File: src/rtl/hls_ctrl_pkg.sv
// Shared constants and state types for the HLS-style AXI4-Lite control slave.
// Offsets are byte addresses; the block decodes them as 8-byte words.
package hls_ctrl_pkg;

   localparam int unsigned CTRL_OFF = 'h00;
   localparam int unsigned GIE_OFF  = 'h08;
   localparam int unsigned IER_OFF  = 'h10;
   localparam int unsigned ISR_OFF  = 'h18;
   localparam int unsigned ARG_BASE = 'h20;

   localparam int unsigned CTRL_START = 0;
   localparam int unsigned CTRL_DONE  = 1;
   localparam int unsigned CTRL_IDLE  = 2;
   localparam int unsigned CTRL_READY = 3;
   localparam int unsigned CTRL_AUTO  = 7;

   localparam logic [1:0] RESP_OKAY   = 2'b00;
   localparam logic [1:0] RESP_SLVERR = 2'b10;

   typedef enum logic [1:0] {
      WIDLE = 2'd0,
      WDATA = 2'd1,
      WRESP = 2'd2
   } wr_state_t;

   typedef enum logic {
      RIDLE = 1'b0,
      RDATA = 1'b1
   } rd_state_t;

   function automatic int unsigned word_of(input int unsigned off);
      return off >> 3;
   endfunction

endpackage

File: src/rtl/hls_ctrl_slave.sv
// AXI4-Lite control-register slave that makes hand-written RTL look like an
// HLS kernel: block-level handshake, interrupt registers and 64-bit arguments.
module hls_ctrl_slave
   import hls_ctrl_pkg::*;
#(
   parameter int ADDR_W   = 32,
   parameter int NUM_ARGS = 4
) (
   input  logic                   ap_clk,
   input  logic                   ap_rst_n,
   input  logic                   s_axi_control_AWVALID,
   output logic                   s_axi_control_AWREADY,
   input  logic [ADDR_W-1:0]      s_axi_control_AWADDR,
   input  logic                   s_axi_control_WVALID,
   output logic                   s_axi_control_WREADY,
   input  logic [63:0]            s_axi_control_WDATA,
   input  logic [7:0]             s_axi_control_WSTRB,
   output logic                   s_axi_control_BVALID,
   input  logic                   s_axi_control_BREADY,
   output logic [1:0]             s_axi_control_BRESP,
   input  logic                   s_axi_control_ARVALID,
   output logic                   s_axi_control_ARREADY,
   input  logic [ADDR_W-1:0]      s_axi_control_ARADDR,
   output logic                   s_axi_control_RVALID,
   input  logic                   s_axi_control_RREADY,
   output logic [63:0]            s_axi_control_RDATA,
   output logic [1:0]             s_axi_control_RRESP,
   output logic                   ap_start,
   input  logic                   ap_done,
   input  logic                   ap_idle,
   input  logic                   ap_ready,
   output logic [NUM_ARGS*64-1:0] args,
   output logic                   interrupt
);

   localparam int IDX_W = ADDR_W - 3;
   localparam logic [IDX_W-1:0] CTRL_IDX = IDX_W'(word_of(CTRL_OFF));
   localparam logic [IDX_W-1:0] GIE_IDX  = IDX_W'(word_of(GIE_OFF));
   localparam logic [IDX_W-1:0] IER_IDX  = IDX_W'(word_of(IER_OFF));
   localparam logic [IDX_W-1:0] ISR_IDX  = IDX_W'(word_of(ISR_OFF));
   localparam logic [IDX_W-1:0] ARG_IDX  = IDX_W'(word_of(ARG_BASE));
   localparam logic [IDX_W-1:0] END_IDX  = IDX_W'(word_of(ARG_BASE) + NUM_ARGS);

   wr_state_t wstate, wstate_nxt;
   rd_state_t rstate, rstate_nxt;

   logic             aw_fire, w_fire, ar_fire;
   logic [IDX_W-1:0] aw_idx, ar_idx;
   logic [1:0]       bresp_q, rresp_q;
   logic [63:0]      rdata_q, rd_mux;

   logic       ap_start_q, auto_restart, done_st, ready_st, idle_st;
   logic       gie, interrupt_q;
   logic [1:0] ier, isr, isr_wmask;
   logic       wsel_ctrl, wsel_gie, wsel_ier, wsel_isr, rd_ctrl;

   logic [NUM_ARGS*64-1:0] arg_flat;

   logic unused_addr_lsb;
   assign unused_addr_lsb = ^{s_axi_control_AWADDR[2:0], s_axi_control_ARADDR[2:0]};

   // ---------------- write channel FSM ----------------
   always_ff @(posedge ap_clk) begin
      if (!ap_rst_n) wstate <= WIDLE;
      else           wstate <= wstate_nxt;
   end

   always_comb begin
      wstate_nxt            = wstate;
      s_axi_control_AWREADY = 1'b0;
      s_axi_control_WREADY  = 1'b0;
      s_axi_control_BVALID  = 1'b0;
      aw_fire               = 1'b0;
      w_fire                = 1'b0;
      case (wstate)
         WIDLE: begin
            s_axi_control_AWREADY = 1'b1;
            if (s_axi_control_AWVALID) begin
               aw_fire    = 1'b1;
               wstate_nxt = WDATA;
            end
         end
         WDATA: begin
            s_axi_control_WREADY = 1'b1;
            if (s_axi_control_WVALID) begin
               w_fire     = 1'b1;
               wstate_nxt = WRESP;
            end
         end
         WRESP: begin
            s_axi_control_BVALID = 1'b1;
            if (s_axi_control_BREADY) wstate_nxt = WIDLE;
         end
         default: wstate_nxt = WIDLE;
      endcase
   end

   always_ff @(posedge ap_clk) begin
      if (!ap_rst_n) begin
         aw_idx  <= '0;
         bresp_q <= RESP_OKAY;
      end else begin
         if (aw_fire) aw_idx <= s_axi_control_AWADDR[ADDR_W-1:3];
         if (w_fire)  bresp_q <= (aw_idx < END_IDX) ? RESP_OKAY : RESP_SLVERR;
      end
   end

   assign s_axi_control_BRESP = bresp_q;

   // ---------------- read channel FSM ----------------
   assign ar_idx = s_axi_control_ARADDR[ADDR_W-1:3];

   always_ff @(posedge ap_clk) begin
      if (!ap_rst_n) rstate <= RIDLE;
      else           rstate <= rstate_nxt;
   end

   always_comb begin
      rstate_nxt            = rstate;
      s_axi_control_ARREADY = 1'b0;
      s_axi_control_RVALID  = 1'b0;
      ar_fire               = 1'b0;
      case (rstate)
         RIDLE: begin
            s_axi_control_ARREADY = 1'b1;
            if (s_axi_control_ARVALID) begin
               ar_fire    = 1'b1;
               rstate_nxt = RDATA;
            end
         end
         RDATA: begin
            s_axi_control_RVALID = 1'b1;
            if (s_axi_control_RREADY) rstate_nxt = RIDLE;
         end
         default: rstate_nxt = RIDLE;
      endcase
   end

   // Unmapped offsets fall through with zero data.
   always_comb begin
      rd_mux = '0;
      if (ar_idx == CTRL_IDX)
         rd_mux = {56'd0, auto_restart, 3'd0, ready_st, idle_st, done_st, ap_start_q};
      else if (ar_idx == GIE_IDX)
         rd_mux = {63'd0, gie};
      else if (ar_idx == IER_IDX)
         rd_mux = {62'd0, ier};
      else if (ar_idx == ISR_IDX)
         rd_mux = {62'd0, isr};
      else begin
         for (int i = 0; i < NUM_ARGS; i++)
            if (ar_idx == IDX_W'(ARG_IDX + i)) rd_mux = arg_flat[64*i +: 64];
      end
   end

   always_ff @(posedge ap_clk) begin
      if (!ap_rst_n) begin
         rdata_q <= '0;
         rresp_q <= RESP_OKAY;
      end else if (ar_fire) begin
         rdata_q <= rd_mux;
         rresp_q <= (ar_idx < END_IDX) ? RESP_OKAY : RESP_SLVERR;
      end
   end

   assign s_axi_control_RDATA = rdata_q;
   assign s_axi_control_RRESP = rresp_q;

   // ---------------- control / interrupt registers ----------------
   assign wsel_ctrl = w_fire && s_axi_control_WSTRB[0] && (aw_idx == CTRL_IDX);
   assign wsel_gie  = w_fire && s_axi_control_WSTRB[0] && (aw_idx == GIE_IDX);
   assign wsel_ier  = w_fire && s_axi_control_WSTRB[0] && (aw_idx == IER_IDX);
   assign wsel_isr  = w_fire && s_axi_control_WSTRB[0] && (aw_idx == ISR_IDX);
   assign rd_ctrl   = ar_fire && (ar_idx == CTRL_IDX);
   assign isr_wmask = wsel_isr ? s_axi_control_WDATA[1:0] : 2'b00;

   always_ff @(posedge ap_clk) begin
      if (!ap_rst_n) begin
         ap_start_q   <= 1'b0;
         auto_restart <= 1'b0;
         done_st      <= 1'b0;
         ready_st     <= 1'b0;
         idle_st      <= 1'b0;
         gie          <= 1'b0;
         ier          <= 2'b00;
         isr          <= 2'b00;
         interrupt_q  <= 1'b0;
      end else begin
         if (wsel_ctrl) auto_restart <= s_axi_control_WDATA[CTRL_AUTO];
         // A software start takes priority over the kernel consuming the previous one.
         if (wsel_ctrl && s_axi_control_WDATA[CTRL_START]) ap_start_q <= 1'b1;
         else if (ap_ready && !auto_restart)               ap_start_q <= 1'b0;
         // Clear-on-read status; a same-cycle event keeps the bit set.
         done_st  <= ap_done  | (done_st  & ~rd_ctrl);
         ready_st <= ap_ready | (ready_st & ~rd_ctrl);
         idle_st  <= ap_idle;
         if (wsel_gie) gie <= s_axi_control_WDATA[0];
         if (wsel_ier) ier <= s_axi_control_WDATA[1:0];
         isr         <= (isr ^ isr_wmask) | {ap_ready & ier[1], ap_done & ier[0]};
         interrupt_q <= gie & (|isr);
      end
   end

   assign ap_start  = ap_start_q;
   assign interrupt = interrupt_q;

   // ---------------- argument registers ----------------
   for (genvar gi = 0; gi < NUM_ARGS; gi++) begin : g_arg
      logic [63:0] q;
      logic        sel;
      assign sel = w_fire && (aw_idx == IDX_W'(ARG_IDX + gi));
      always_ff @(posedge ap_clk) begin
         if (!ap_rst_n) q <= '0;
         else if (sel) begin
            for (int b = 0; b < 8; b++)
               if (s_axi_control_WSTRB[b]) q[8*b +: 8] <= s_axi_control_WDATA[8*b +: 8];
         end
      end
      assign arg_flat[64*gi +: 64] = q;
   end

   assign args = arg_flat;

endmodule

File: config.mk
export PLATFORM = sky130hd
export DESIGN_NAME = hls_ctrl_slave
export DESIGN_NICKNAME = d
export VERILOG_FILES = /design/src/rtl/hls_ctrl_pkg.sv /design/src/rtl/hls_ctrl_slave.sv
export SDC_FILE = /design/constraint.sdc
export NUM_CORES = 1
export LEC_CHECK = 0
export BUFFER_PORTS_ARGS = -buffer_cell sky130_fd_sc_hd__buf_2
export CAP_MARGIN = 20
export CORE_MARGIN = 2
export CORE_UTILIZATION = 43
export CTS_BUF_LIST = sky130_fd_sc_hd__clkbuf_16
export CTS_CLUSTER_SIZE = 8
export DETAILED_ROUTE_END_ITERATION = 16
export PLACE_DENSITY = 0.81
export SYNTH_ARGS = -nofsm -noshare
export SYNTH_HDL_FRONTEND = slang
export SYNTH_SLANG_ARGS = --single-unit
File: constraint.sdc
create_clock -name ap_clk -period 3.6 [get_ports ap_clk]
set_input_delay 0.36 -clock ap_clk [delete_from_list [all_inputs] [get_ports ap_clk]]
set_output_delay 0.36 -clock ap_clk [all_outputs]
set_load 0.01 [all_outputs]
# After elaboration in Yosys (flattened, before gate mapping)
# Index checks and enable logic that the tools add are counted.
[op_classes]
n_addsub = 0
mul = 0
n_div = 0
magnitude_cmp = 2
n_eq_ne = 19
shifts = 0
n_mux = 30
n_bitwise = 11
reduce_logical = 51
[ops]
columns = ["op", "n"]
rows = [
  ["2-to-1 mux 64 bit", 8],
  ["== test 29 x 3 -> 1 bit (second input constant)", 8],
  ["== test 29 x 2 -> 1 bit (second input constant)", 4],
  ["AND reduction 2 bit", 32],
  ["== test 29 x 1 -> 1 bit (second input constant)", 2],
  ["zero test 29 bit", 2],
  ["< comparator 29 x 4 -> 1 bit (second input constant)", 2],
  ["2-to-1 mux 1 bit", 14],
  ["logical AND 1 bit", 12],
  ["2-to-1 mux 2 bit", 6],
  ["inequality test 2 bit (second input constant)", 3],
  ["case mux 2 bit (3 select lines)", 1],
  ["AND 1 bit", 5],
  ["AND reduction 3 bit", 1],
  ["== test 2 x 1 -> 1 bit (second input constant)", 1],
  ["== test 2 bit (second input constant)", 1],
  ["zero test 2 bit", 1],
  ["NOT 1 bit", 2],
  ["bitwise OR 1 bit", 2],
  ["bitwise OR 2 bit", 1],
  ["case mux 1 bit (2 select lines)", 1],
  ["nonzero test 2 bit", 1],
  ["OR reduction 2 bit", 1],
  ["XOR 2 bit", 1],
  ["zero test 1 bit", 1],
]
[totals]
register_bits = 367
latch_bits = 0
ram_bits = 0
mem_bits_ro = 0
in_bits = 146
mem_count = 0

# Depth between registers and ports, before layout
# Gate-level depths: netlist of run 1.
[logic_depth]
word_depth = 9
mapped_depth = 7

# Least setup slack after synthesis of run 1
# OpenSTA, ideal clock, no wires.
[synth_timing]
path_type = "register to register"
from = "register aw_idx[7]"
to = "register g_arg[0].q[29]"
setup_time_ns = 0.129
arrival_ns = 1.937
t_required_ns = 3.471
slack_ns = 1.534
stages_incl_launch_ff = 7
n_path_buf = 1
synth_period_minus_slack_ns = 2.066
path_cell_list = "dfxtp_1 > or4_1 > nor4_4 > nand3_1 > clkbuf_1 > nand3_1 > o21ai_0"
[synth_via]
elab_chain_len = 3
[synth_rtl]
columns = ["item", "line", "source"]
rows = [
  ["start, declared", "hls_ctrl_slave.sv:48", "logic [IDX_W-1:0] aw_idx, ar_idx;"],
  ["start signal, assigned", "hls_ctrl_slave.sv:103", "if (aw_fire) aw_idx <= s_axi_control_AWADDR[ADDR_W-1:3];"],
  ["== test 29 x 3 -> 1 bit", "hls_ctrl_slave.sv:211", "assign sel = w_fire && (aw_idx == IDX_W'(ARG_IDX + gi));"],
  ["logical AND 1 bit", "hls_ctrl_slave.sv:211", ""],
  ["AND reduction 2 bit (no source line)", "-", ""],
  ["end signal, assigned by index", "hls_ctrl_slave.sv:216", "if (s_axi_control_WSTRB[b]) q[8*b +: 8] <= s_axi_control_WDATA[8*b +: 8];"],
  ["end, declared", "hls_ctrl_slave.sv:209", "logic [63:0] q;"],
]
# Every way passes these cells.
# A chain may end at the register's enable or synchronous reset.

# Worst setup path after layout of run 1
[layout_timing]
from = "register aw_idx[7]"
to = "register g_arg[3].q[60]"
[layout_via]
elab_chain_len = 3
[layout_rtl]
columns = ["item", "line"]
rows = [
  ["== test 29 x 3 -> 1 bit", "hls_ctrl_slave.sv:211"],
  ["logical AND 1 bit", "hls_ctrl_slave.sv:211"],
  ["AND reduction 2 bit (no source line)", "-"],
  ["end signal, assigned by index", "hls_ctrl_slave.sv:216"],
  ["end, declared", "hls_ctrl_slave.sv:209"],
]
# Every way passes these cells.

==> results of run 1 <==
## worst min path at each step
stage	slack (ns)	start	endpoint	cells after the start
finish	0.03	s_axi_control_RREADY	rstate$_SDFF_PN0_	2
global route	0.00003	s_axi_control_RREADY	rstate$_SDFF_PN0_	2
CTS	0.004	s_axi_control_RREADY	rstate$_SDFF_PN0_	2
detailed placement	0.44	s_axi_control_RDATA[28]$_SDFFE_PN0P_	s_axi_control_RDATA[28]$_SDFFE_PN0P_	2
global placement	0.43	s_axi_control_RDATA[44]$_SDFFE_PN0P_	s_axi_control_RDATA[44]$_SDFFE_PN0P_	2
floorplan	0.43	aw_idx[14]$_SDFFE_PN0P_	aw_idx[14]$_SDFFE_PN0P_	2
## synth_stat cells, drive strengths merged, types with 2 or more instances
library cell | instances | share of area [%]
dfxtp | 365 | 50
nand2 | 347 | 8.9
o21ai | 178 | 6.1
mux2i | 151 | 10
nand3 | 126 | 4.3
clkbuf | 78 | 2.0
inv | 67 | 1.7
mux4 | 64 | 9.9
a21oi | 36 | 1.2
nor2 | 31 | 1.1
buf | 19 | 0.58
nand4 | 15 | 0.64
nor4 | 12 | 0.72
and2 | 11 | 0.47
nor3 | 5 | 0.17
or4 | 5 | 0.28
nand2b | 4 | 0.17
nor2b | 4 | 0.17
a31oi | 3 | 0.13
nor4b | 3 | 0.18
a211oi | 2 | 0.10
o31ai | 2 | 0.10
xor2 | 2 | 0.12
## worst max-delay path, stage by stage (launching register included)
cell	delay [ns]
dfxtp_1	0.30
or4_1	0.61
nor2_2	0.50
buf_4	0.25
nand4_1	0.59
nand3_1	0.28
o21ai_0	0.11
## metal layers
metal | global-route usage, % | share of wire (%) | up-vias
met5 | 0 | 0.035 | -
met4 | 9.72 | 2.9 | 2
met3 | 5.09 | 8.2 | 105
met2 | 45.7 | 50 | 673
met1 | 31.6 | 39 | 6298
li1 | - | - | 6189
## registers in the layout, summed over array words and instances, names as in the netlist, 2 cells and up
name                 flops
wstate                   2
aw_idx                  29
s_axi_control_RDATA     64
isr                      2
ier                      2
g_arg.q                256
## final cells by class
type | instances | area, sq um | share of cell area [%]
diodes | 3 | 7.51 | 0.0403
clock buffers | 51 | 1280 | 6.85
clock inverters | 2 | 13.8 | 0.0739
inverters | 67 | 251 | 1.35
multi-input cells | 1006 | 6640 | 35.7
flip-flops and latches | 365 | 7310 | 39.2
well taps | 448 | 561 | 3.01
repair buffers | 493 | 2570 | 13.8
## power by group
| part | internal [mW] | switching [mW] | total [mW] |
|---|---|---|---|
| clock | 2.46 | 1.62 | 4.08 |
| combinational | 0.155 | 0.300 | 0.454 |
| sequential | 4.08 | 0.0232 | 4.10 |
| total | 6.69 | 1.94 | 8.64 |
## logic make-up (layout without fill, tap and decap cells)
kind of cell / Yosys count / after routing / share of synthesized area, %
compound gates: 222 / 222 / 7.74
flops: 365 / 365 / 50.2
buf+inv: 164 / 613 / 4.31
simple gates: 565 / 565 / 17.4
xor+xnor: 2 / 2 / 0.120
mux: 215 / 215 / 20.3
other cells: 1 / 5 / 0.0257
==> flow_metrics.tcl, run 1 <==
set metrics [dict create \
    nNetsFinal 2130 \
    die_h_um 188 \
    start_kind "register" \
    clock_latency_ns 0.54 \
    cts_buffer_depth 3 \
    vias 13300 \
    reg2reg_slack_ns 0.80 \
    dr.first_iter.drc_count 863 \
    row_count 67 \
    holdWs_ns 0.0255 \
    antenna_found_initial 4 \
    utilization_pct 55.7 \
    cp-end-kind "register" \
    powerDensity_mw_per_mm2 464 \
    avgRoutedWirePerCell_um 19.7 \
    synth-main-ff-cell "dfxtp_1" \
    final_area_sq_mm 0.0186 \
    finalWorstSetupSlack_ns 0.805 \
    period_needed_ns 2.80 \
    num_io_pins 477 \
    worstSetupPathType "register to register" \
    hold_viol 0 \
    root_buffer "clkbuf_16" \
    grt_pass1_wl_mm 73.2 \
    post_cts_buffers 0 \
    synth-seq-area-share_pct 50.2 \
    gr-total-overflow 0 \
    critPathRequiredTime_ns 3.99 \
    synth_edf_count 0 \
    dp.cells 2379 \
    grt_pass1_vias 13000 \
    r2r_cells 6 \
    min_path_type "input pin to register" \
    fmax_ghz 0.358 \
    drc 0 \
    crit_end "g_arg[3].q[60]$_SDFFE_PN0P_" \
    cts.htree.levels 2 \
    ys.warnings.count 0 \
    tns_ns 0 \
    crit_fanout 16 \
    stdcell_count 2435 \
    power_mw 8.64 \
    relSlewSlack_pct 36.8 \
    most-common-layout-cells "465 x buf_2, 365 x dfxtp_1, 347 x nand2_1" \
    clock-sinks 365 \
    yosysUniqueCellTypes 34 \
    cap_violations 0 \
    dr.pass1.iters 5 \
    power_leakage_nw 7.75 \
    drtAntennaViolNets 0 \
    cts_buffers 51 \
    cts_resized 0 \
    globalplace.congestion 0.875 \
    layout_commonest_cell "buf_2" \
    cts_tree "yes" \
    grt_max_degree 205 \
    fin_skew_ns 0.00640 \
    status "finished, final reports clean" \
    clk_pin_slew_ns 0.05 \
    r2r-start "aw_idx[7]$_SDFFE_PN0P_" \
    die-area_sq_mm 0.0354 \
    rsz0062_at_grt "false" \
    core_region_area_sq_mm 0.0334 \
    vias_per_cell 5.45 \
    synth_seq_cells 365 \
    critPathArrivalTime_ns 3.19 \
    wl_mm 47.9 \
    fillCellCount 2876 \
    slew_violations 0 \
    async_reset_ff_share_pct 0 \
    hold_buffers 0 \
    ir_drop_mv 0.335 \
    syn-cell-area_sq_mm 0.0146 \
    place_area_sq_mm 0.0173 \
    syn_avg_cell_area_sq_um 9.49 \
    period_share_pct 77.6 \
    initial_core_util_pct 43.5 \
    place_hpwl_mm 33.8 \
    io_buffers 468 \
    syn_inst 1534 \
    grt_usage_pct 26.1 \
    fp.dieW_um 188 \
    worstSetupStartpoint "aw_idx[7]$_SDFFE_PN0P_" \
    drive_gt1_share_pct 32.0 \
    dp_slack_ns 0.783 \
    syn2layout_area_growth_pct 27.9 \
    r2r_end "g_arg[3].q[60]$_SDFFE_PN0P_" \
    worst-slew-pin-transition_ns 0.948 \
    setup_viol_count_final 0 \
]
No activity file was read; power rests on OpenSTA's default activity.
==> inputs of run 2 (changes only) <==
clock period = 2.6 ns   (was 3.6 ns; I/O delays follow)
==> run 2 against run 1 <==
- sequential share of layout area is 1.3 points lower
- critical path type unchanged
- highest routed layer unchanged
- wire length is 2.3% higher
- non-clock buffer count is 63 higher
- via count is 2.4% higher
==> flow_metrics.tcl, run 2 (same netlist as run 1, synthesis figures left out) <==
set metrics [dict create \
    status "finished, final reports clean" \
    r2r-start "aw_idx[3]$_SDFFE_PN0P_" \
    slew_violations 0 \
    place_area_sq_mm 0.0176 \
    power_leakage_nw 8.06 \
    clock_latency_ns 0.54 \
    fmax_ghz 0.404 \
    grt_pass1_wl_mm 74.8 \
    avgRoutedWirePerCell_um 19.6 \
    drive_gt1_share_pct 32.4 \
    antenna_found_initial 8 \
    die-area_sq_mm 0.0354 \
    crit_fanout 16 \
    period_needed_ns 2.47 \
    relSlewSlack_pct 40.6 \
    drc 0 \
    top_register "g_arg.q" \
    hold_start "s_axi_control_WDATA[38]" \
    rsz0062_at_grt "false" \
    critPathArrivalTime_ns 2.87 \
    die_h_um 188 \
    clock-sinks 365 \
    hold_viol 0 \
    min_path_type "input pin to register" \
    gr-total-overflow 0 \
    row_count 67 \
    ir_drop_mv 0.453 \
    period_share_pct 95.1 \
    place_hpwl_mm 33.8 \
    io_buffers 468 \
    tns_ns 0 \
    cts_resized 0 \
    setup_viol_count_final 0 \
    cts_tree "yes" \
    cap_violations 0 \
    most-common-layout-cells "465 x buf_2, 365 x dfxtp_1, 347 x nand2_1" \
    worst-slew-pin-transition_ns 0.888 \
    layout_commonest_cell "buf_2" \
    initial_core_util_pct 43.5 \
    wl_mm 49.0 \
    post_cts_buffers 0 \
    worstSetupPathType "register to register" \
    core_region_area_sq_mm 0.0334 \
    fin_skew_ns 0.0146 \
    drtAntennaViolNets 0 \
    cp-end-kind "register" \
    start_kind "register" \
    dr.pass1.iters 5 \
    vias_per_cell 5.43 \
    cts.htree.levels 2 \
    num_io_pins 477 \
    dr.first_iter.drc_count 852 \
    grt_max_degree 181 \
    worstSetupStartpoint "aw_idx[3]$_SDFFE_PN0P_" \
    vias 13600 \
    grt_pass1_vias 13600 \
    grt_usage_pct 26.7 \
    globalplace.congestion 0.890 \
    clk_pin_slew_ns 0.05 \
    fp.dieW_um 188 \
    critPathRequiredTime_ns 2.99 \
    largest_reg_flops 256 \
    powerDensity_mw_per_mm2 623 \
    cts_buffers 51 \
    final_area_sq_mm 0.0193 \
    syn2layout_area_growth_pct 32.3 \
    cts_buffer_depth 3 \
    nNetsFinal 2193 \
    root_buffer "clkbuf_16" \
    utilization_pct 57.6 \
]
==> run 2: cell count changes in the layout (fill, tap and decap cells not counted), sizes merged <==
cell | previous run | this run
dlygate4sd3 | 0 | 33
buf | 493 | 523
diode | 3 | 8
inv | 68 | 69
==> run 2: final timing paths <==
path,end,slack [ns],depth (start not counted)
worst max-delay path,g_arg[3].q[17]$_SDFFE_PN0P_,0.13,7
worst min-delay path,g_arg[1].q[38]$_SDFFE_PN0P_,0.03,3
worst max register to register,g_arg[3].q[17]$_SDFFE_PN0P_,0.13,7
worst min register to register,s_axi_control_RDATA[41]$_SDFFE_PN0P_,0.45,2
==> run 2: through the flow <==
stage / worst slack (ns) / instances / hold slack (ns) / total power [mW]
floorplan: 0.534 / 1535 / 0.359 / 6.14
global placement: 0.285 / 2409 / 0.430 / 6.41
detailed placement: 0.232 / 2409 / 0.439 / 6.42
CTS: 0.229 / 2496 / 0.00942 / 12.1
global route: 0.0409 / 2503 / 0.0303 / 12.4
finish: 0.128 / 2504 / 0.0340 / 12.0
==> run 2: what timing repair did <==
action                     in CTS  in global routing
setup endpoints to repair       0                  0
hold buffers                   33                  0
hold endpoints to repair       34                  0
==> run 2: layout make-up <==
| class | instances | area [sq um] |
|---|---|---|
| fillers | 2780 | 14200 |
| flip-flops and latches | 365 | 7310 |
| multi-input cells | 1006 | 6640 |
| repair buffers | 556 | 3190 |
| clock buffers | 51 | 1280 |
| well taps | 448 | 561 |
| inverters | 67 | 251 |
| diodes | 8 | 20.0 |
| clock inverters | 3 | 16.3 |
==> run 2: routing by layer <==
metal,GRT usage (%),vias up,routed length [um]
met2,45.7,644,23900
met3,6.66,163,3980
met1,30.7,6463,18600
met4,14.2,2,2490
li1,-,6320,-
met5,0,-,13
==> run 2: power by group <==
part / internal (mW) / switching (mW) / total (mW)
Sequential: 5.64 / 0.0320 / 5.68
Clock: 3.41 / 2.22 / 5.63
Combinational: 0.257 / 0.430 / 0.687
Total: 9.31 / 2.68 / 12.0
==> run 2: critical path, cell delays in order (launching register included) <==
cell and delay (ns):
dfxtp_1 0.32, or4_4 0.58, nor4_4 0.56, buf_4 0.28, nand4_1 0.12, buf_4 0.22
nand3_1 0.10, o21ai_0 0.15
